File: src/rtl/ptp_rx_parser.sv
// PTPv2 receive parser: extracts timestamp fields from a UDP payload byte stream,
// buffers accepted records in a small FIFO and exposes them over a Wishbone slave.
module ptp_rx_parser #(
  parameter int FIFO_DEPTH = 4,
  parameter int MIN_LEN    = 44
) (
  input  logic        c10_clk50m,
  input  logic        clean_rst_long_n,
  input  logic [7:0]  axis_tdata_i,
  input  logic        axis_tvalid_i,
  input  logic        axis_tlast_i,
  input  logic        axis_tuser_i,
  output logic        axis_tready_o,
  input  logic [31:0] wbs_addr_i,
  input  logic [31:0] wbs_data_i,
  input  logic        wbs_we_i,
  input  logic        wbs_stb_i,
  output logic [31:0] wbs_data_o,
  output logic        wbs_ack_o,
  output logic        irq_o
);

  localparam int         AW        = (FIFO_DEPTH > 1) ? $clog2(FIFO_DEPTH) : 1;
  localparam logic [4:0] DEPTH_L   = 5'(FIFO_DEPTH);
  localparam logic [6:0] MIN_LEN_L = 7'(MIN_LEN);

  // IDLE: waiting for first byte | RECV: mid-frame | COMMIT: push record or count drop
  typedef enum logic [1:0] {IDLE, RECV, COMMIT} state_t;
  state_t state_q, state_d;

  logic          beat, commit, frame_ok, push, pop, drop, empty, full;
  logic          wb_fire, pop_req, cnt_clr;
  logic [5:0]    idx_q;
  logic [6:0]    len_q;
  logic          err_q;
  logic [3:0]    msg_q, ver_q;
  logic [15:0]   seq_q;
  logic [47:0]   sec_q;
  logic [31:0]   ns_q;
  logic [99:0]   mem [FIFO_DEPTH];
  logic [99:0]   head;
  logic [AW-1:0] wr_ptr_q, rd_ptr_q;
  logic [4:0]    level_q;
  logic [31:0]   rx_cnt_q, drop_cnt_q, rd_data;
  logic          unused_ok;

  assign unused_ok = ^{wbs_addr_i[31:5], wbs_addr_i[1:0], wbs_data_i};

  assign beat = axis_tvalid_i & axis_tready_o;

  always_ff @(posedge c10_clk50m or negedge clean_rst_long_n) begin
    if (!clean_rst_long_n) state_q <= IDLE;
    else                   state_q <= state_d;
  end

  always_comb begin
    state_d = state_q;
    commit  = 1'b0;
    case (state_q)
      IDLE:   if (beat) state_d = axis_tlast_i ? COMMIT : RECV;
      RECV:   if (beat && axis_tlast_i) state_d = COMMIT;
      COMMIT: begin
        commit  = 1'b1;
        state_d = beat ? (axis_tlast_i ? COMMIT : RECV) : IDLE;
      end
      default: state_d = IDLE;
    endcase
  end

  // Byte index, frame length and sticky error; a byte arriving during COMMIT starts the next frame.
  always_ff @(posedge c10_clk50m or negedge clean_rst_long_n) begin
    if (!clean_rst_long_n) begin
      axis_tready_o <= 1'b0;
      idx_q         <= '0;
      len_q         <= '0;
      err_q         <= 1'b0;
      msg_q         <= '0;
      ver_q         <= '0;
      seq_q         <= '0;
      sec_q         <= '0;
      ns_q          <= '0;
    end else begin
      axis_tready_o <= 1'b1;
      if (beat) begin
        if (axis_tlast_i) begin
          idx_q <= '0;
          len_q <= {1'b0, idx_q} + 7'd1;
        end else if (idx_q != 6'd63) begin
          idx_q <= idx_q + 6'd1;
        end
        if (idx_q == 6'd0) msg_q <= axis_tdata_i[3:0];
        if (idx_q == 6'd1) ver_q <= axis_tdata_i[3:0];
        if (idx_q == 6'd30 || idx_q == 6'd31) seq_q <= {seq_q[7:0], axis_tdata_i};
        if (idx_q >= 6'd34 && idx_q <= 6'd39) sec_q <= {sec_q[39:0], axis_tdata_i};
        if (idx_q >= 6'd40 && idx_q <= 6'd43) ns_q <= {ns_q[23:0], axis_tdata_i};
      end
      if (commit)                      err_q <= beat & axis_tuser_i;
      else if (beat && axis_tuser_i)   err_q <= 1'b1;
    end
  end

  assign wb_fire  = wbs_stb_i & ~wbs_ack_o;
  assign pop_req  = wb_fire & wbs_we_i & (wbs_addr_i[4:2] == 3'd5);
  assign cnt_clr  = wb_fire & wbs_we_i & (wbs_addr_i[4:2] == 3'd6);

  assign empty    = (level_q == 5'd0);
  assign full     = (level_q == DEPTH_L);
  assign pop      = pop_req & ~empty;
  assign frame_ok = (len_q >= MIN_LEN_L) && (ver_q == 4'd2) && !err_q;
  // A pop in the same cycle frees the slot, so a full FIFO can still accept.
  assign push     = commit & frame_ok & (~full | pop);
  assign drop     = commit & ~push;
  assign irq_o    = ~empty;
  assign head     = mem[rd_ptr_q];

  always_ff @(posedge c10_clk50m) begin
    if (push) mem[wr_ptr_q] <= {msg_q, seq_q, sec_q, ns_q};
  end

  always_ff @(posedge c10_clk50m or negedge clean_rst_long_n) begin
    if (!clean_rst_long_n) begin
      wr_ptr_q   <= '0;
      rd_ptr_q   <= '0;
      level_q    <= '0;
      rx_cnt_q   <= '0;
      drop_cnt_q <= '0;
    end else begin
      if (push) wr_ptr_q <= wr_ptr_q + AW'(1);
      if (pop)  rd_ptr_q <= rd_ptr_q + AW'(1);
      if (push && !pop)      level_q <= level_q + 5'd1;
      else if (pop && !push) level_q <= level_q - 5'd1;
      if (cnt_clr) begin
        rx_cnt_q   <= '0;
        drop_cnt_q <= '0;
      end else begin
        if (push) rx_cnt_q   <= rx_cnt_q + 32'd1;
        if (drop) drop_cnt_q <= drop_cnt_q + 32'd1;
      end
    end
  end

  always_comb begin
    rd_data = '0;
    case (wbs_addr_i[4:2])
      3'd0: rd_data = {22'd0, full, empty, 3'd0, level_q};
      3'd1: if (!empty) rd_data = {head[95:80], 12'd0, head[99:96]};
      3'd2: if (!empty) rd_data = {16'd0, head[79:64]};
      3'd3: if (!empty) rd_data = head[63:32];
      3'd4: if (!empty) rd_data = head[31:0];
      3'd6: rd_data = rx_cnt_q;
      3'd7: rd_data = drop_cnt_q;
      default: rd_data = '0;
    endcase
  end

  always_ff @(posedge c10_clk50m or negedge clean_rst_long_n) begin
    if (!clean_rst_long_n) begin
      wbs_ack_o  <= 1'b0;
      wbs_data_o <= '0;
    end else begin
      wbs_ack_o <= wb_fire;
      if (wb_fire) wbs_data_o <= rd_data;
    end
  end

endmodule
File: config.mk
export PLATFORM = sky130hd
export DESIGN_NAME = ptp_rx_parser
export DESIGN_NICKNAME = d
export VERILOG_FILES = /design/src/rtl/ptp_rx_parser.sv
export SDC_FILE = /design/constraint.sdc
export NUM_CORES = 1
export LEC_CHECK = 0
export ABC_AREA = 1
export CORE_UTILIZATION = 65
export DETAILED_ROUTE_END_ITERATION = 10
export PLACE_DENSITY = 0.84
export SLEW_MARGIN = 20
export SYNTH_ARGS = -nofsm -noshare
export SYNTH_HDL_FRONTEND = slang
export SYNTH_SLANG_ARGS = --single-unit
File: constraint.sdc
create_clock -name c10_clk50m -period 9.9 [get_ports c10_clk50m]
set_clock_uncertainty 0.2 [all_clocks]
set_input_delay 0.99 -clock c10_clk50m [delete_from_list [all_inputs] [get_ports c10_clk50m]]
set_output_delay 0.99 -clock c10_clk50m [all_outputs]
set_load 0.005 [all_outputs]
==> flow_metrics.tcl <==
set metrics [dict create \
    run_status "complete, no violations" \
    cts_buffer_depth 3 \
    crit_path_max_fanout 55 \
    area_growth_pct 10.5 \
    synth_top_area_share_pct 43.0 \
    cellLeakagePower_nw 13.4 \
    synth_edf_count 400 \
    crit_arrival_ns 4.89 \
    hpwl_mm 44.0 \
    ctsResizeCount 0 \
    synth_cells 3026 \
    async_flop_share_pct 36.0 \
    hold-worst-slack_ns 0.155 \
    routed_via_density 5.88 \
    cts_tree "yes" \
    synth_area_leader_cell "edfxtp_1" \
    grtUsageTotal_pct 33.8 \
    cts-htree-levels 2 \
    grt.overflow.total 0 \
    finalSetupViolCount 0 \
    gp_congestion 0.973 \
    vias 21310 \
    cts_setup_buffers 0 \
    stdcell_count 3626 \
    place_inst 3510 \
    ys_types 35 \
    synth_nets 3120 \
    synth_area_sq_um 28000 \
    io_buffer_count 52 \
    cp.required_ns 9.95 \
    p_per_area_nw_per_um2 226 \
    period_share_pct 49.0 \
    grt_pass1_vias 20807 \
    max_freq_mhz 206 \
    worst_pin_slew_ns 1.06 \
    grt_pass1_wl_mm 113 \
    diodes 0 \
    crit_type "input port to flip-flop" \
    numCtsBuffers 61 \
    crit_path_end_kind "flip-flop" \
    timing.final.hold_violations 0 \
    dieArea_sq_um 43800 \
    grt_max_degree 166 \
    cts_hold_buf 0 \
    wl_per_cell_um 20.0 \
    nets 3128 \
    drc 0 \
    die_h_um 209 \
    synth_area_leaders "edfxtp_1 (43%), dfrtp_1 (20%), nand2_1 (13%)" \
    die_w_um 209 \
    drt-total-wl_mm 72.5 \
    cts.sinks 625 \
    fillers 2912 \
    relSlewSlack_pct 29.1 \
    avgSynthCellArea_sq_um 9.24 \
    insertion_delay_ns 0.65 \
    synth-warning-count 0 \
    core_area_sq_um 42100 \
    first_pass_iters 6 \
    maxCapViolCount 0 \
    drt_iter0_drc 2772 \
    rows 75 \
    yosysSeqAreaShare_pct 63.1 \
    design_area_sq_um 30900 \
    cts_root_buffer "clkbuf_16" \
    layout_min_cycle_time_ns 4.85 \
    final_antenna_net_count 0 \
    placed_area_sq_um 28900 \
    ioPinCount 114 \
    ys_seq_elements 625 \
    setup_tns_ns 0 \
    cp-start-kind "input port" \
    drive_above_1_share_pct 5.22 \
    synth_common_cells "nand2_1 (961), edfxtp_1 (400), inv_1 (334)" \
    vdd.ir_drop.worst_uv 163 \
    start_util_pct 66.3 \
    cts.clk_slew.worst_paths_ns 0.06 \
    min_path_type "input port to asynchronous set/reset pin" \
    antenna_found_initial 1 \
    yosysMostFrequentCell "nand2_1" \
    ys.flop_type "edfxtp_1" \
    rsz0062_at_grt "no" \
    drv_slew 0 \
]
-- placed cells by master (no fill, tap or decap), drive strengths merged, types with 4 or more instances in the layout --
master	Yosys	layout
a22oi	8	8
ha	14	14
o21ai	203	203
bufinv	0	5
nand4	45	45
xor2	19	19
or2	4	4
clkinv	0	19
o22ai	8	8
xnor2	6	6
clkdlybuf4s50	0	51
nand3	263	263
inv	340	341
clkbuf	74	87
buf	61	29
dfrtp	225	225
clkinvlp	0	4
edfxtp	400	400
nand2	962	962
nor2	317	317
mux2	16	16
nor3	14	14
a21oi	37	37
-- flip-flops by register name, indices dropped and copies added (netlist names) --
register,cells
wbs_ack_o,1
idx_q,6
sec_q,48
wr_ptr_q,2
ns_q,32
rd_ptr_q,2
level_q,5
drop_cnt_q,32
wbs_data_o,32
err_q,1
axis_tready_o,1
seq_q,16
rx_cnt_q,32
ver_q,4
mem,400
state_q,2
len_q,5
msg_q,4
-- path summary, 6_finish.rpt --
check	start	endpoint	slack, ns	depth (start not counted)
max	wbs_stb_i	mem[2][63]	5.05	10
min	clean_rst_long_n	drop_cnt_q[23]	0.16	1
max reg2reg	state_q[0]	mem[2][63]	5.32	7
min reg2reg	wbs_data_o[0]	wbs_data_o[0]	0.28	2
max in group asynchronous	clean_rst_long_n	rd_ptr_q[1]	7.85	2
min in group c10_clk50m	wbs_data_o[0]	wbs_data_o[0]	0.28	2
-- report_power, final --
group | total (W) | internal [W] | switching (W)
clock | 0.00231 | 0.00131 | 0.00100
sequential | 0.00311 | 0.00292 | 0.000189
combinational | 0.00157 | 0.000495 | 0.00107
-- routing by layer --
metal,vias to the layer above,track usage [%],share of wire [%]
li1,9804,-,-
met1,10098,45.0,37
met2,1208,54.3,47
met3,198,6.46,11
met4,2,16.1,4.2
met5,-,0,0.017
-- final cells by class --
class	count	area [sq um]	area share, %
sequential	625	17600	57.1
multi-input combinational	1926	8540	27.7
clock inverter	29	322	1.04
inverter	340	1280	4.15
clock buffer	87	1670	5.42
tap	539	674	2.18
timing repair buffer	80	748	2.42
-- worst max-delay path: stages --
cell and delay, ns:
clkdlybuf4s50_1 0.45, nand2_1 0.05, buf_4 0.27, nor2_1 0.27, nand2_1 0.10, nand2_1 0.15, nand3_2 0.50, nor2_4 0.81
buf_4 0.51, buf_4 0.76
-- cell families after synthesis --
logic type	count (synthesis)	share of synthesized area, %
AND/OR/NAND/NOR	1608	23.4
other	1	0.0134
XOR/XNOR	25	0.783
AO/OA/AOI/OAI	261	4.83
multiplexers	16	0.645
flip-flops	625	63.1
adder cells (fa/ha/maj)	15	0.698
buffers and inverters	475	6.55
-- through the flow --
stage	setup slack (ns)	utilization, %	power (W)
2_1_floorplan	3.23	-	0.00413
3_5_place_dp	4.42	68.6	0.00467
3_3_place_gp	4.44	68.6	0.00460
5_1_grt	4.82	73.3	0.00729
4_1_cts	5.08	73.3	0.00697
6_report	5.05	73.3	0.00699
No activity file was read; power rests on OpenSTA's default activity.
